[config.mk]
export PLATFORM = sky130hd
export DESIGN_NAME = player_pose_ctrl
export DESIGN_NICKNAME = d
export VERILOG_FILES = /design/src/rtl/player_pose_ctrl.sv
export SDC_FILE = /design/constraint.sdc
export NUM_CORES = 1
export LEC_CHECK = 0
export ABC_CLOCK_PERIOD_IN_PS = 4500
export CORE_UTILIZATION = 25
export CTS_BUF_LIST = sky130_fd_sc_hd__clkbuf_4
export DETAILED_ROUTE_END_ITERATION = 10
export DONT_BUFFER_PORTS = 1
export GPL_TIMING_DRIVEN = 1
export HOLD_SLACK_MARGIN = 0.12
export PLACE_DENSITY = 0.46
export SETUP_SLACK_MARGIN = 0.02
export SLEW_MARGIN = 20
export SYNTH_ARGS = -nofsm -noshare
export SYNTH_HDL_FRONTEND = slang
export SYNTH_SLANG_ARGS = --single-unit
[constraint.sdc]
create_clock -name vga_clk -period 4.5 [get_ports vga_clk]
set_input_delay 0.225 -clock vga_clk [delete_from_list [all_inputs] [get_ports vga_clk]]
set_output_delay 0.225 -clock vga_clk [all_outputs]
set_load 0.01 [all_outputs]
[src/rtl/player_pose_ctrl.sv]
// Per-player pose/position sequencer for the fighter sprite renderer.
// Advances once per frame tick: walk, jump arc, timed attacks, latched death.
module player_pose_ctrl #(
    parameter int START_X       = 64,
    parameter int GROUND_Y      = 224,
    parameter int X_MIN         = 0,
    parameter int X_MAX         = 512,
    parameter int STEP          = 2,
    parameter int JUMP_V0       = 12,
    parameter int GRAVITY       = 1,
    parameter int PUNCH_FRAMES  = 12,
    parameter int KICK_FRAMES   = 16,
    parameter int CPUNCH_FRAMES = 12,
    parameter bit FLIP_INIT     = 1'b0
) (
    input  logic       vga_clk,
    input  logic       Reset,
    input  logic       frame_tick,
    input  logic       btn_left,
    input  logic       btn_right,
    input  logic       btn_up,
    input  logic       btn_down,
    input  logic       btn_punch,
    input  logic       btn_kick,
    input  logic       btn_block,
    input  logic       hp_zero,
    input  logic [9:0] opp_x,
    output logic       stand,
    output logic       crouch,
    output logic       jump,
    output logic       kick,
    output logic       punch,
    output logic       crouchpunch,
    output logic       move,
    output logic       block,
    output logic       dead,
    output logic       flip,
    output logic [9:0] spritex,
    output logic [9:0] spritey,
    output logic       busy
);

    typedef enum logic [3:0] {
        S_IDLE, S_WALK, S_CROUCH, S_JUMP, S_PUNCH,
        S_KICK, S_CPUNCH, S_BLOCK, S_DEAD
    } state_t;

    localparam logic [10:0] XMIN11  = 11'(X_MIN);
    localparam logic [10:0] XMAX11  = 11'(X_MAX);
    localparam logic [10:0] STEP11  = 11'(STEP);
    localparam logic [9:0]  START10 = 10'(START_X);
    localparam logic [9:0]  GND10   = 10'(GROUND_Y);
    localparam logic [7:0]  V0      = 8'(JUMP_V0);
    localparam logic [7:0]  GRAV8   = 8'(GRAVITY);
    localparam logic [7:0]  P_LD    = 8'(PUNCH_FRAMES - 1);
    localparam logic [7:0]  K_LD    = 8'(KICK_FRAMES - 1);
    localparam logic [7:0]  C_LD    = 8'(CPUNCH_FRAMES - 1);

    state_t             state;
    state_t             chain;
    logic [8:0]         pose;
    logic [7:0]         timer;
    logic signed [7:0]  vel;
    logic signed [10:0] height;
    logic signed [10:0] nh;
    logic [1:0]         jdir;
    logic [1:0]         walk_dir;
    logic               prev_punch;
    logic               prev_kick;
    logic               punch_press;
    logic               kick_press;
    logic               landing;
    logic               enter;

    // pose bit order: stand crouch jump kick punch cpunch move block dead
    function automatic logic [8:0] pose_of(input state_t s);
        logic [8:0] p;
        p = '0;
        unique case (s)
            S_IDLE:   p = 9'b100000000;
            S_WALK:   p = 9'b100000100;
            S_CROUCH: p = 9'b010000000;
            S_JUMP:   p = 9'b001000000;
            S_KICK:   p = 9'b000100000;
            S_PUNCH:  p = 9'b000010000;
            S_CPUNCH: p = 9'b000001000;
            S_BLOCK:  p = 9'b000000010;
            S_DEAD:   p = 9'b000000001;
            default:  p = 9'b100000000;
        endcase
        return p;
    endfunction

    function automatic logic is_locked(input state_t s);
        return (s == S_JUMP) || (s == S_PUNCH) ||
               (s == S_KICK) || (s == S_CPUNCH);
    endfunction

    // d = 2'b01 moves right, 2'b10 moves left; clamped before any wrap
    function automatic logic [9:0] step_x(input logic [9:0] x,
                                          input logic [1:0] d);
        logic [10:0] t;
        t = {1'b0, x};
        if (d == 2'b01) begin
            t = t + STEP11;
            if (t > XMAX11) t = XMAX11;
        end else if (d == 2'b10) begin
            if (t < XMIN11 + STEP11) t = XMIN11;
            else                     t = t - STEP11;
        end
        return t[9:0];
    endfunction

    always_comb begin
        punch_press = btn_punch & ~prev_punch;
        kick_press  = btn_kick & ~prev_kick;
        walk_dir    = {btn_left & ~btn_right, btn_right & ~btn_left};
        nh          = height + {{3{vel[7]}}, vel};
        landing     = (nh <= 11'sd0);
        chain       = S_IDLE;
        if (btn_block)                    chain = S_BLOCK;
        else if (kick_press)              chain = S_KICK;
        else if (punch_press && btn_down) chain = S_CPUNCH;
        else if (punch_press)             chain = S_PUNCH;
        else if (btn_up)                  chain = S_JUMP;
        else if (btn_down)                chain = S_CROUCH;
        else if (walk_dir != 2'b00)       chain = S_WALK;
        enter = 1'b0;
        unique case (state)
            S_DEAD:                  enter = 1'b0;
            S_JUMP:                  enter = landing;
            S_PUNCH, S_KICK, S_CPUNCH: enter = (timer == 8'd0);
            default:                 enter = 1'b1;
        endcase
    end

    always_ff @(posedge vga_clk) begin
        if (Reset) begin
            state      <= S_IDLE;
            pose       <= pose_of(S_IDLE);
            busy       <= 1'b0;
            spritex    <= START10;
            spritey    <= GND10;
            flip       <= FLIP_INIT;
            timer      <= '0;
            vel        <= '0;
            height     <= '0;
            jdir       <= 2'b00;
            prev_punch <= 1'b0;
            prev_kick  <= 1'b0;
        end else if (frame_tick) begin
            prev_punch <= btn_punch;
            prev_kick  <= btn_kick;
            if (hp_zero) begin
                state <= S_DEAD;
                pose  <= pose_of(S_DEAD);
                busy  <= 1'b0;
            end else begin
                unique case (state)
                    S_DEAD: ;
                    S_JUMP: begin
                        if (!landing) begin
                            height  <= nh;
                            vel     <= vel - GRAV8;
                            spritex <= step_x(spritex, jdir);
                            spritey <= GND10 - nh[9:0];
                        end
                    end
                    S_PUNCH, S_KICK, S_CPUNCH: begin
                        if (timer != 8'd0) timer <= timer - 8'd1;
                    end
                    default: flip <= (opp_x < spritex);
                endcase
                if (enter) begin
                    state   <= chain;
                    pose    <= pose_of(chain);
                    busy    <= is_locked(chain);
                    height  <= '0;
                    spritey <= GND10;
                    unique case (chain)
                        S_JUMP: begin
                            vel  <= V0;
                            jdir <= walk_dir;
                        end
                        S_PUNCH:  timer <= P_LD;
                        S_KICK:   timer <= K_LD;
                        S_CPUNCH: timer <= C_LD;
                        S_WALK:   spritex <= step_x(spritex, walk_dir);
                        default: ;
                    endcase
                end
            end
        end
    end

    assign {stand, crouch, jump, kick, punch,
            crouchpunch, move, block, dead} = pose;

endmodule

# Word-level counts from Yosys, hierarchy flattened
# Memories as Yosys holds them, arrays and structs flattened.
# Cells that the tools add are included.
[totals]
regBits = 66
romBits = 144
input_bits = 21
output_inout_bits = 31
elab_cells = 105
n_memories = 1
[classes]
addsub = 6
magnitude_cmp = 4
n_eq_ne = 16
muxes = 38
bitwise = 10
reduce_logical = 18
[memory_table]
columns = ["name", "depth", "width", "rd", "rd_ports_with_merged_regs", "wr", "line", "source"]
rows = [
  ["(no name shown)", 16, 9, 1, 0, 0, "79", "unique case (s)"],
]
[op_table]
columns = ["operator", "n"]
rows = [
  ["2-to-1 mux 10 bit", 13],
  ["2-to-1 mux 8 bit", 7],
  ["2-to-1 mux 11 bit", 3],
  ["equality test 4 x 3 -> 1 bit, second input constant", 6],
  ["2-to-1 mux 9 bit", 2],
  ["case mux 8 bit (2 select lines)", 1],
  ["subtractor 8 x 1 -> 8 bit, second input constant", 2],
  ["2-to-1 mux 3 bit", 4],
  ["adder 10 x 2 -> 11 bit, second input constant", 1],
  ["adder 11 bit", 1],
  ["> comparator 11 x 10 -> 1 bit, second input constant", 1],
  ["less-or-equal comparator 11 x 1 -> 1 bit, second input constant", 1],
  ["less-than comparator 10 bit", 1],
  ["less-than comparator 10 x 2 -> 1 bit, second input constant", 1],
  ["subtractor 10 x 2 -> 10 bit, second input constant", 1],
  ["subtractor 8 x 10 -> 10 bit, first input constant", 1],
  ["equality test 4 x 2 -> 1 bit, second input constant", 2],
  ["zero test 8 bit", 1],
  ["2-to-1 mux 4 bit", 2],
  ["AND reduction 4 bit", 2],
  ["nonzero test 8 bit", 1],
  ["NOT 1 bit", 6],
  ["AND reduction 3 bit", 2],
  ["nonzero test 2 bit", 3],
  ["other kinds (16)", 27],
]

# Logic depth before layout (Yosys ltp)
# Gate-level depths: netlist of run 1.
[depth]
depth_word = 16
mapped_depth = 13
ltp_nobuf = 12

# Worst setup path before layout of run 1
# OpenSTA, ideal clock, no wires.
[synth_timing]
path_kind = "flip-flop to flip-flop"
startpoint = "reg vel[0]"
endpoint = "reg spritex[0]"
arrival_ps = 2919
required_ps = 4384
slack_ps = 1465
path_stages_with_launch = 13
n_path_buf = 1
synth_period_minus_slack_ps = 3035
path_cell_list = "dfxtp_1 ha_1 inv_1 fa_1 nand2b_1 a211o_1 nand2_1 xor2_1 nor3_4 a2111oi_4 buf_4 nand2_1 and4_1"
[synth_between]
elab_chain_len = 6
word_cells_on_any_way = 9
cone_classes = "1 x add/sub; 1 x order compare; 1 x eq/ne; 5 x mux; 1 x reduce/logical"
[synth_lines]
columns = ["item", "line", "source"]
rows = [
  ["start, declared", "63", "logic signed [7:0] vel;"],
  ["start signal, assigned", "164", "vel <= vel - GRAV8;"],
  ["adder 11 bit (*)", "118", "nh = height + {{3{vel[7]}}, vel};"],
  ["less-or-equal comparator 11 x 1 -> 1 bit (*)", "119", "landing = (nh <= 11'sd0);"],
  ["parallel branches: the longest is 4 deep, another holds inequality test 4 bit", "--", ""],
  ["end signal, assigned", "165", "spritex <= step_x(spritex, jdir);"],
  ["end signal, assigned", "188", "S_WALK: spritex <= step_x(spritex, walk_dir);"],
  ["end, declared", "38", "output logic [9:0] spritex,"],
]
# Every way passes the cells marked *.
# A chain may end at the register's enable or synchronous reset.

==> results.ini, run 1 <==
[run_status]
status=finished, final reports clean

[sta]
relSlewSlack=0.460
slew_violations=0
hold_viol_final=0
setup_tns_ns=0
clock_skew_ns=0.0170
setup-violations-final=0
fin_crit_sh=0.904
grt_setup_unrepaired=no
fmax_mhz=246
worst_slew_pin_slew_ns=0.810
post-route-min-period_ns=4.07

[clocking]
clockRootBuffer=clkbuf_4
cts.reportedPaths.clkPinSlew_ns=0.11
cts-buffers-inserted=9
clock_path_buffers=2
cts_tree=built
cts_sinks=64
cts_setup_buffers=0
clock_latency_ns=0.44
htree_levels=3

[yosys]
ys_seq_elements=64
yosysSeqAreaShare=0.277
synth_top_family_by_area=compound AO/OA/AOI/OAI gates
async_flop_share=0
synth_warnings=0
muxShareOfSynthArea=0.0195
synthSimpleGateAreaFrac=0.260
synth_largest_area_cell=dfxtp_1
synth_edf_count=0
synth_cells=590
synth_compound_area_frac=0.266
synth_fa_ha_area_frac=0.0748
synthDistinctLibCells=72
synth_area_leaders=dfxtp_1 (28%), ha_1 (7.0%), nor2_1 (4.8%)
netlist_area_um2=4620
synth_xor_area_frac=0.0512
synth_top_area_frac=0.277
synth_top_flop_cell=dfxtp_1
synthesis.nets=638
syn_area_per_cell_um2=7.83

[drt]
wl_per_cell_um=17.1
first_iter_violations=334
drc=0
via_per_inst=5.43
vias=4438
antenna_left=0
routed_wl_um=13900
drt-pass1-iter-count=5

[power]
peakVddDrop_mv=0.0952
p_clk_frac=0.335
share_comb_of_total_power=0.133
power_frac_seq=0.533
power_density_nw_per_um2=219
power_mw=1.11
p_switching_mw=0.317
p_int_mw=0.789
p_leak_nw=1.73
swShare=0.287

[placement]
post-dp-hpwl_um=10100
gp_congestion=0.908
port_buffers=0

[setup_path]
worstSetupPathType=reg2reg
crit_path_start=spritey[0]$_SDFFE_PP0P_
rr_worst_depth=12
crit_end=spritex[2]$_SDFFE_PP0P_
cp.required_ns=4.89
arrival_ns=4.46
crit_path_start_kind=flop
r2r_start=spritey[0]$_SDFFE_PP0P_
reg2reg_to=spritex[2]$_SDFFE_PP0P_
cp_max_fo=13
ff2ff_setup_slack_ns=0.43
cp-end-kind=flop

[floorplan]
initial_utilization=0.256
core_um2=18000
dieArea_um2=19000
die_w_um=138
ios=52
rows=49
die_h_um=138

[min_path]
min_path_type=in2reg

[grt]
grt_max_degree=58
grt_pass1_vias=4214
grtUsageTotal=0.152
grt_antenna_before_repair=0
grt_overflow=0
grt_pass1_wl_um=22400

[run]
maxCapViolations=0

[finish]
area_growth_pct=9.40
fillCellCount=1998
num_antenna_cells=0
drive_above_1_share=0.0697
nets=633

registers in the layout, indices dropped and copies added (netlist names):
| register | cells |
|---|---|
| spritex | 10 |
| timer | 8 |
| prev_punch | 1 |
| spritey | 10 |
| vel | 8 |
| state | 3 |
| prev_kick | 1 |
| height | 10 |
| busy | 1 |
| jdir | 2 |
| flip | 1 |
| pose | 9 |
through the flow:
stage          setup slack [ns]  hold slack (ns)  area, um^2  utilization  cells
3_5_place_dp              0.844            0.305        4810        0.267    793
3_3_place_gp              0.894            0.304        4810        0.267    793
2_1_floorplan              1.46            0.372        4620            -    590
6_report                  0.430            0.167        5050        0.280    817
4_1_cts                   0.297            0.124        5050        0.280    817
5_1_grt                   0.172            0.149        5050        0.280    817
cells in the mapped netlist (4+ instances only):
| cell type | instances |
|---|---|
| a211o_1 | 5 |
| and3_1 | 6 |
| a21o_1 | 9 |
| a32oi_1 | 5 |
| nor4_1 | 7 |
| nand4_1 | 6 |
| or2_2 | 5 |
| xnor2_1 | 16 |
| buf_2 | 4 |
| mux2i_1 | 9 |
| a21oi_1 | 42 |
| ha_1 | 26 |
| o32ai_1 | 4 |
| a221oi_1 | 4 |
| and2_1 | 4 |
| nand2b_1 | 11 |
| xor2_1 | 11 |
| o22ai_1 | 5 |
| or3_1 | 6 |
| a211oi_1 | 5 |
| dfxtp_1 | 64 |
| nor3_1 | 29 |
| o21ai_0 | 22 |
| inv_1 | 26 |
| nand2_1 | 49 |
| a31oi_1 | 10 |
| nor2b_1 | 4 |
| a22oi_1 | 19 |
| o21a_1 | 4 |
| clkbuf_1 | 24 |
| nor3b_1 | 4 |
| nand3_1 | 25 |
| o211ai_1 | 4 |
| o311ai_0 | 5 |
| nor2_1 | 59 |
metal layers:
layer | vias up | global-route usage | share of wire
met3 | 18 | 0.0358 | 0.054
met4 | 0 | 0.0610 | 0.021
met2 | 127 | 0.232 | 0.44
met1 | 2117 | 0.205 | 0.49
li1 | 2176 | - | -
met5 | - | 0 | 0
logic make-up (layout without fill, tap and decap cells):
group / count (synthesis) / in the layout
simple gates: 234 / 234
compound gates: 171 / 171
flops: 64 / 64
buf+inv: 58 / 56
fa+ha+maj: 27 / 27
xor+xnor: 27 / 27
mux: 9 / 9
power groups by stage:
| stage | sequential [mW] | combinational (mW) | clock [mW] |
|---|---|---|---|
| 2_1_floorplan | 0.598 | 0.106 | 0 |
| 3_3_place_gp | 0.602 | 0.126 | 0 |
| 3_5_place_dp | 0.602 | 0.128 | 0 |
| 4_1_cts | 0.590 | 0.148 | 0.395 |
| 5_1_grt | 0.591 | 0.162 | 0.416 |
| 6_report | 0.589 | 0.147 | 0.371 |
critical path, stage by stage (launching register included):
cell,delay [ns]
dfxtp_1,0.45
ha_1,0.20
inv_1,0.05
fa_1,0.39
xor2_1,0.36
nand2_1,0.16
or3_4,0.43
nor3_4,0.37
a21oi_4,0.20
nor2b_4,0.33
a21oi_1,0.13
a2111oi_2,0.36
dlygate4sd3_1,0.59
timing repair:
action                                  in CTS  in global routing
gates resized for setup                      0                  1
endpoints found under the setup margin       0                  1
hold buffers                                10                  0
endpoints found under the hold margin       58                  0
layout make-up:
type / count / area (um^2) / share of cell area
multi-input combinational: 468 / 3110 / 0.615
sequential: 64 / 1280 / 0.254
tap: 229 / 287 / 0.0567
timing repair buffer: 16 / 163 / 0.0322
inverter: 26 / 97.6 / 0.0193
clock buffer: 9 / 67.6 / 0.0134
clock inverter: 5 / 50.0 / 0.00991
worst min path at each step:
stage	from	endpoint	cells after the start
final	btn_right	jdir[1]$_SDFFE_PP0P_	4
after detailed placement	Reset	timer[1]$_SDFFE_PP0P_	1
after global placement	Reset	timer[4]$_SDFFE_PP0P_	1
after CTS	btn_right	jdir[1]$_SDFFE_PP0P_	4
after floorplan	btn_punch	prev_punch$_SDFFE_PP0P_	2
after global routing	btn_right	jdir[1]$_SDFFE_PP0P_	4
cell usage in the layout, fill, tap and decap left out, drive strengths merged, types with 11 or more instances in the layout:
cell type | synthesis | layout
nand2 | 49 | 49
inv | 26 | 26
xor2 | 11 | 11
xnor2 | 16 | 16
nand3 | 25 | 25
nand2b | 11 | 11
a21oi | 44 | 44
nor3 | 31 | 31
a22oi | 19 | 19
ha | 26 | 26
nor2 | 60 | 60
a31oi | 11 | 11
o21ai | 24 | 24
dfxtp | 64 | 64
Power figures use the tool's default switching activity.
==> run 2, diff against run 1 <==
--- a/config.mk
+++ b/config.mk
@@ -13,6 +13,7 @@
 export GPL_TIMING_DRIVEN = 1
 export HOLD_SLACK_MARGIN = 0.12
 export PLACE_DENSITY = 0.46
+export RECOVER_POWER = 50
 export SETUP_SLACK_MARGIN = 0.02
 export SLEW_MARGIN = 20
 export SYNTH_ARGS = -nofsm -noshare
==> run 2 against run 1 <==
  * The run now ends with max-capacitance violations, max-slew violations left
  * Largest cell class unchanged
  * Utilization down 0.23 points
  * Critical path type unchanged
  * Sequential power about the same
  * Die area unchanged
==> results.ini, run 2 (same netlist as run 1, synthesis figures left out) <==
[placement]
gp_congestion=0.908  ; unchanged
post-dp-hpwl_um=10100  ; unchanged
dpl_worst_slack_ns=0.844  ; unchanged
port_buffers=0  ; unchanged

[setup_path]
worstSetupPathType=reg2reg
critical_path.slowest_cell=dlygate4sd3_1
path_cells=ha_1 -> inv_1 -> fa_1 -> nand2b_1 -> a211o_1 -> nand2_1 -> xor2_1 -> nor3_4 -> a21oi_1 -> nand3_1 -> a21oi_1 -> a2111oi_2 -> dlygate4sd3_1
cp.required_ns=4.84  ; -0.05 ns
crit_top_cell=a21oi_1
cp_max_fo=6  ; -7
arrival_ns=4.50  ; +0.04 ns
cp-end-kind=flop
max_stage_delay_ns=0.68  ; +0.09 ns
crit_path_start_kind=flop

[run]
maxCapViolations=1  ; +1

[power]
p_switching_mw=0.316  ; -0.38%
swShare=0.287  ; about the same
peakVddDrop_mv=0.0947  ; -0.55%
p_clk_frac=0.336  ; about the same
power_density_nw_per_um2=220  ; +0.37%
p_leak_nw=1.71  ; -0.99%
share_comb_of_total_power=0.129  ; -0.004
power_frac_seq=0.535  ; +0.002
p_int_mw=0.786  ; -0.48%
power_mw=1.10  ; -0.45%

[sta]
fin_crit_sh=0.924  ; +0.0195
setup_tns_ns=0  ; unchanged
slew_violations=58  ; +58
post-route-min-period_ns=4.16  ; +0.0877 ns
grt_setup_unrepaired=no
timing.final.ws_setup_ns=0.342  ; -0.0877 ns
clock_skew_ns=0.0168  ; -0.000169 ns
setup-violations-final=0  ; unchanged
worst_slew_pin_slew_ns=2.71  ; +1.90 ns
relSlewSlack=-0.808  ; -1.27
hold_viol_final=0  ; unchanged
fmax_mhz=241  ; -2.1%

[floorplan]
rows=49  ; unchanged
die_h_um=138  ; unchanged
ios=52  ; unchanged
die_w_um=138  ; unchanged
dieArea_um2=19000  ; unchanged
initial_utilization=0.256  ; unchanged
core_um2=18000  ; unchanged

[grt]
grt_max_degree=58  ; unchanged
grtUsageTotal=0.152  ; unchanged
grt_pass1_wl_um=22400  ; unchanged
grt_antenna_before_repair=0  ; unchanged
grt_pass1_vias=4214  ; unchanged
grt_overflow=0  ; unchanged

[clocking]
cts_sinks=64  ; unchanged
clock_latency_ns=0.44  ; about the same
clock_path_buffers=2  ; unchanged
clockRootBuffer=clkbuf_4
cts.reportedPaths.clkPinSlew_ns=0.11  ; about the same
cts_tree=built
cts-buffers-inserted=9  ; unchanged
htree_levels=3  ; unchanged

[drt]
vias=4457  ; +0.43%
antenna_left=0  ; unchanged
drt-pass1-iter-count=5  ; unchanged
first_iter_violations=334  ; unchanged
wl_per_cell_um=17.1  ; about the same
via_per_inst=5.46  ; +0.43%
drc=0  ; unchanged
routed_wl_um=13900  ; about the same

[finish]
fillCellCount=2001  ; +0.15%
seq_area_um2=1280  ; unchanged
num_antenna_cells=0  ; unchanged
final_core_util=0.278  ; -0.00229
area_growth_pct=8.51
final_cell_mix=dfxtp_1 (64), nor2_1 (59), nand2_1 (49), a21oi_1 (42), nor3_1 (29)
multi_input_area_um2=3090  ; -0.44%
drive_above_1_share=0.0629  ; -0.00680
final_common_cell=dfxtp_1
reg_top3=height (10), spritex (10), spritey (10)
nets=633  ; unchanged

[run_status]
status=finished with violations
violations=max-capacitance violations, max-slew violations

[min_path]
min_path_type=in2reg

run 2: cell count changes in the layout (fill, tap and decap cells not counted):
| cell | change |
|---|---|
| or3_1 | +1 |
| clkbuf_1 | +2 |
| buf_4 | -1 |
| buf_16 | -1 |
| a31o_1 | +1 |
| a31o_4 | -1 |
| or3_4 | -1 |
run 2: final timing paths:
| kind | slack (ns) | start | end | cells past startpoint |
|---|---|---|---|---|
| worst max register to register | 0.34 | spritey[0]$_SDFFE_PP0P_ | spritex[2]$_SDFFE_PP0P_ | 13 |
| worst max-delay path | 0.34 | spritey[0]$_SDFFE_PP0P_ | spritex[2]$_SDFFE_PP0P_ | 13 |
| worst min register to register | 0.50 | timer[1]$_SDFFE_PP0P_ | timer[1]$_SDFFE_PP0P_ | 2 |
| worst min-delay path | 0.17 | btn_right | jdir[1]$_SDFFE_PP0P_ | 4 |
run 2: critical path: cells and delay by family (launching register included):
family / cells / cell delay [ns]
AOI/OAI and AO/OA: 4 / 1.11
adders and majority gates: 2 / 0.60
xor gates and xnor gates: 1 / 0.41
and+or+nand+nor: 4 / 0.77
DFF: 1 / 0.45
buffers and inverters: 2 / 0.73
run 2: power groups by stage:
stage / logic, mW / clock network, mW / registers (mW)
global placement: 0.126 / 0 / 0.602
CTS: 0.148 / 0.395 / 0.590
detailed placement: 0.128 / 0 / 0.602
finish: 0.142 / 0.370 / 0.589
global route: 0.157 / 0.416 / 0.591
floorplan: 0.106 / 0 / 0.598
run 2: metal layers:
layer,vias up,part of all wire,track usage
li1,2174,-,-
met1,2132,0.48,0.205
met2,133,0.44,0.232
met3,18,0.054,0.0358
met4,0,0.020,0.0610
met5,-,0,0
run 2: layout make-up:
cell class,count,share of cell area
repair buffers,16,0.0270
multi-input cells,468,0.617
well taps,229,0.0572
clock buffers,9,0.0135
inverters,26,0.0195
flip-flops and latches,64,0.256
clock inverters,5,0.00999
run 2: timing repair:
action                     4_1_cts  5_1_grt
hold endpoints to repair        58        0
gates resized for setup          0        1
setup buffers                    0        0
hold buffers                    10        0
setup endpoints to repair        0        1
run 2: through the flow:
step	hold WS, ns	instance area, um^2	instances
finish	0.169	5010	817
global route	0.149	5010	817
CTS	0.124	5050	817
detailed placement	0.305	4810	793
global placement	0.304	4810	793
floorplan	0.372	4620	590
==> run 3, diff against run 2 <==
--- a/config.mk
+++ b/config.mk
@@ -6,13 +6,13 @@
 export NUM_CORES = 1
 export LEC_CHECK = 0
 export ABC_CLOCK_PERIOD_IN_PS = 4500
-export CORE_UTILIZATION = 25
+export CORE_UTILIZATION = 70
 export CTS_BUF_LIST = sky130_fd_sc_hd__clkbuf_4
 export DETAILED_ROUTE_END_ITERATION = 10
 export DONT_BUFFER_PORTS = 1
 export GPL_TIMING_DRIVEN = 1
 export HOLD_SLACK_MARGIN = 0.12
-export PLACE_DENSITY = 0.46
+export PLACE_DENSITY = 0.94
 export RECOVER_POWER = 50
 export SETUP_SLACK_MARGIN = 0.02
 export SLEW_MARGIN = 20
==> run 3 against run 2 <==
  * The flow still finishes with violations (max-capacitance violations, max-slew violations)
  * Non-clock buffer count is 2 lower
  * Via count is 4.6% higher
  * Clock skew is 0.0047 ns lower
  * Critical path depth stayed put
  * Combinational power is 3% lower
==> results.ini, run 3 (same netlist as run 1, synthesis figures left out) <==
[run_status]
status=finished with violations
violations=max-capacitance violations, max-slew violations

[clocking]
cts_setup_buffers=0  ; unchanged
cts_tree=built
cts.reportedPaths.clkPinSlew_ns=0.12  ; about the same
clock_latency_ns=0.44  ; about the same
htree_levels=3  ; unchanged
clockRootBuffer=clkbuf_4
cts_sinks=64  ; unchanged
cts-buffers-inserted=9  ; unchanged
clock_path_buffers=2  ; unchanged

[sta]
setup_tns_ns=0  ; unchanged
grt_setup_unrepaired=no
worst_slew_pin_slew_ns=2.51  ; -0.202 ns
timing.hold.ws_ns=0.133  ; -0.0356 ns
setup-violations-final=0  ; unchanged
fmax_mhz=258  ; +7.5%
relSlewSlack=-0.673  ; +0.135
fin_crit_sh=0.860  ; -0.0642
post-route-min-period_ns=3.87  ; -0.289 ns
timing.final.ws_setup_ns=0.631  ; +0.289 ns
clock_skew_ns=0.0121  ; -0.00473 ns
hold_viol_final=0  ; unchanged
slew_violations=57  ; -1.7%

[setup_path]
crit_path_start=spritey[0]$_SDFFE_PP0P_
cp.required_ns=4.71  ; -0.13 ns
rr_worst_depth=13  ; unchanged
path_cells=ha_1 -> inv_1 -> fa_1 -> nand2b_1 -> a211o_1 -> nand2_1 -> xor2_1 -> nor3_4 -> a2111oi_4 -> buf_4 -> nand4b_1 -> xor2_1 -> nor3_1
crit_top_cell=xor2_1
ff2ff_setup_slack_ns=0.63  ; +0.29 ns
cp-end-kind=flop
arrival_ns=4.08  ; -0.42 ns
critical_path.slowest_cell=a2111oi_4
reg2reg_to=vel[7]$_SDFFE_PP0P_
max_stage_delay_ns=0.50  ; -0.18 ns
r2r_start=spritey[0]$_SDFFE_PP0P_
worstSetupPathType=reg2reg
crit_end=vel[7]$_SDFFE_PP0P_
cp_max_fo=23  ; +17
crit_path_start_kind=flop

[grt]
grt_max_degree=57  ; -1.7%
grt_pass1_wl_um=20800  ; -7.0%
grt_overflow=0  ; unchanged
grtUsageTotal=0.372  ; +0.220
grt_pass1_vias=4464  ; +5.9%
grt_antenna_before_repair=0  ; unchanged

[finish]
fillCellCount=464  ; -77%
nets=631  ; -0.32%
num_antenna_cells=0  ; unchanged
seq_area_um2=1280  ; unchanged
final_common_cell=dfxtp_1
area_growth_pct=4.88
final_cell_mix=dfxtp_1 (64), nor2_1 (59), nand2_1 (49), a21oi_1 (42), nor3_1 (29)
layout.cells.non_filler=665  ; -19%
final_core_util=0.763  ; +0.485
reg_top3=height (10), spritex (10), spritey (10)
fin_area_um2=4840  ; -3.3%
drive_above_1_share=0.0612  ; -0.00170
multi_input_area_um2=3070  ; -0.73%

[floorplan]
dieArea_um2=6930  ; -64%
ios=52  ; unchanged
core_um2=6350  ; -65%
rows=29  ; -41%
die_h_um=83.2  ; -40%
initial_utilization=0.727  ; +0.471
die_w_um=83.2  ; -40%

[drt]
wl_per_cell_um=19.1  ; +12%
drc=0  ; unchanged
first_iter_violations=575  ; +72%
antenna_left=0  ; unchanged
routed_wl_um=12700  ; -9.1%
via_per_inst=7.01  ; +29%
vias=4664  ; +4.6%
drt-pass1-iter-count=6  ; +1

[power]
peakVddDrop_mv=0.255  ; +170%
p_int_mw=0.906  ; +15%
p_clk_frac=0.415  ; +0.079
p_switching_mw=0.337  ; +6.5%
power_density_nw_per_um2=257  ; +17%
power_mw=1.24  ; +13%
swShare=0.271  ; -0.0161
share_comb_of_total_power=0.111  ; -0.018
p_leak_nw=1.73  ; +0.75%
power_frac_seq=0.474  ; -0.061

[placement]
dp.cells=641  ; -19%
gp_congestion=1.03  ; +14%
dpl_worst_slack_ns=0.831  ; -0.0131 ns
post-dp-hpwl_um=9030  ; -11%
place_area_um2=4620  ; -4.0%
port_buffers=0  ; unchanged

[run]
maxCapViolations=1  ; unchanged

[min_path]
min_path_type=in2reg

==> run 3: repair_timing <==
item,4_1_cts,5_1_grt
gates resized for setup,0,0
hold buffers,8,0
endpoints found under the hold margin,56,0
==> run 3: critical path: cells and delay by family (launching register included) <==
kind | cells | cell delay, ns
AO/OA/AOI/OAI | 2 | 0.81
XOR/XNOR | 2 | 0.64
adder cells (fa/ha/maj) | 2 | 0.62
buffers and inverters | 2 | 0.43
flip-flops | 1 | 0.43
AND/OR/NAND/NOR | 5 | 0.71
==> run 3: power by group through the flow <==
stage                     clock [mW]  sequential, mW  combinational [mW]
after global placement             0           0.601               0.118
after global routing           0.538           0.591               0.150
after CTS                      0.515           0.589               0.141
after floorplan                    0           0.598               0.106
after detailed placement           0           0.602               0.124
final                          0.515           0.590               0.138
==> run 3: how the worst min path moves through the flow <==
| stage | startpoint | end | slack, ns | depth (start not counted) |
|---|---|---|---|---|
| CTS | hp_zero | pose[5]$_SDFFE_PP0P_ | 0.12 | 3 |
| finish | hp_zero | pose[5]$_SDFFE_PP0P_ | 0.13 | 3 |
| global route | hp_zero | pose[5]$_SDFFE_PP0P_ | 0.15 | 3 |
| global placement | Reset | timer[6]$_SDFFE_PP0P_ | 0.30 | 1 |
| floorplan | btn_punch | prev_punch$_SDFFE_PP0P_ | 0.37 | 2 |
| detailed placement | Reset | timer[4]$_SDFFE_PP0P_ | 0.30 | 1 |
==> run 3: cell type report <==
| type | count | share of cell area |
|---|---|---|
| Sequential cell | 64 | 0.265 |
| Timing Repair Buffer | 14 | 0.0230 |
| Clock inverter | 7 | 0.0245 |
| Clock buffer | 9 | 0.0139 |
| Multi-Input combinational cell | 468 | 0.634 |
| Inverter | 26 | 0.0201 |
| Tap cell | 77 | 0.0199 |
==> run 3: layer usage <==
layer,vias up,global-route usage,part of all wire
li1,2168,-,-
met4,0,0.202,0.047
met5,-,0,0
met1,2165,0.450,0.39
met3,65,0.0974,0.097
met2,266,0.601,0.46
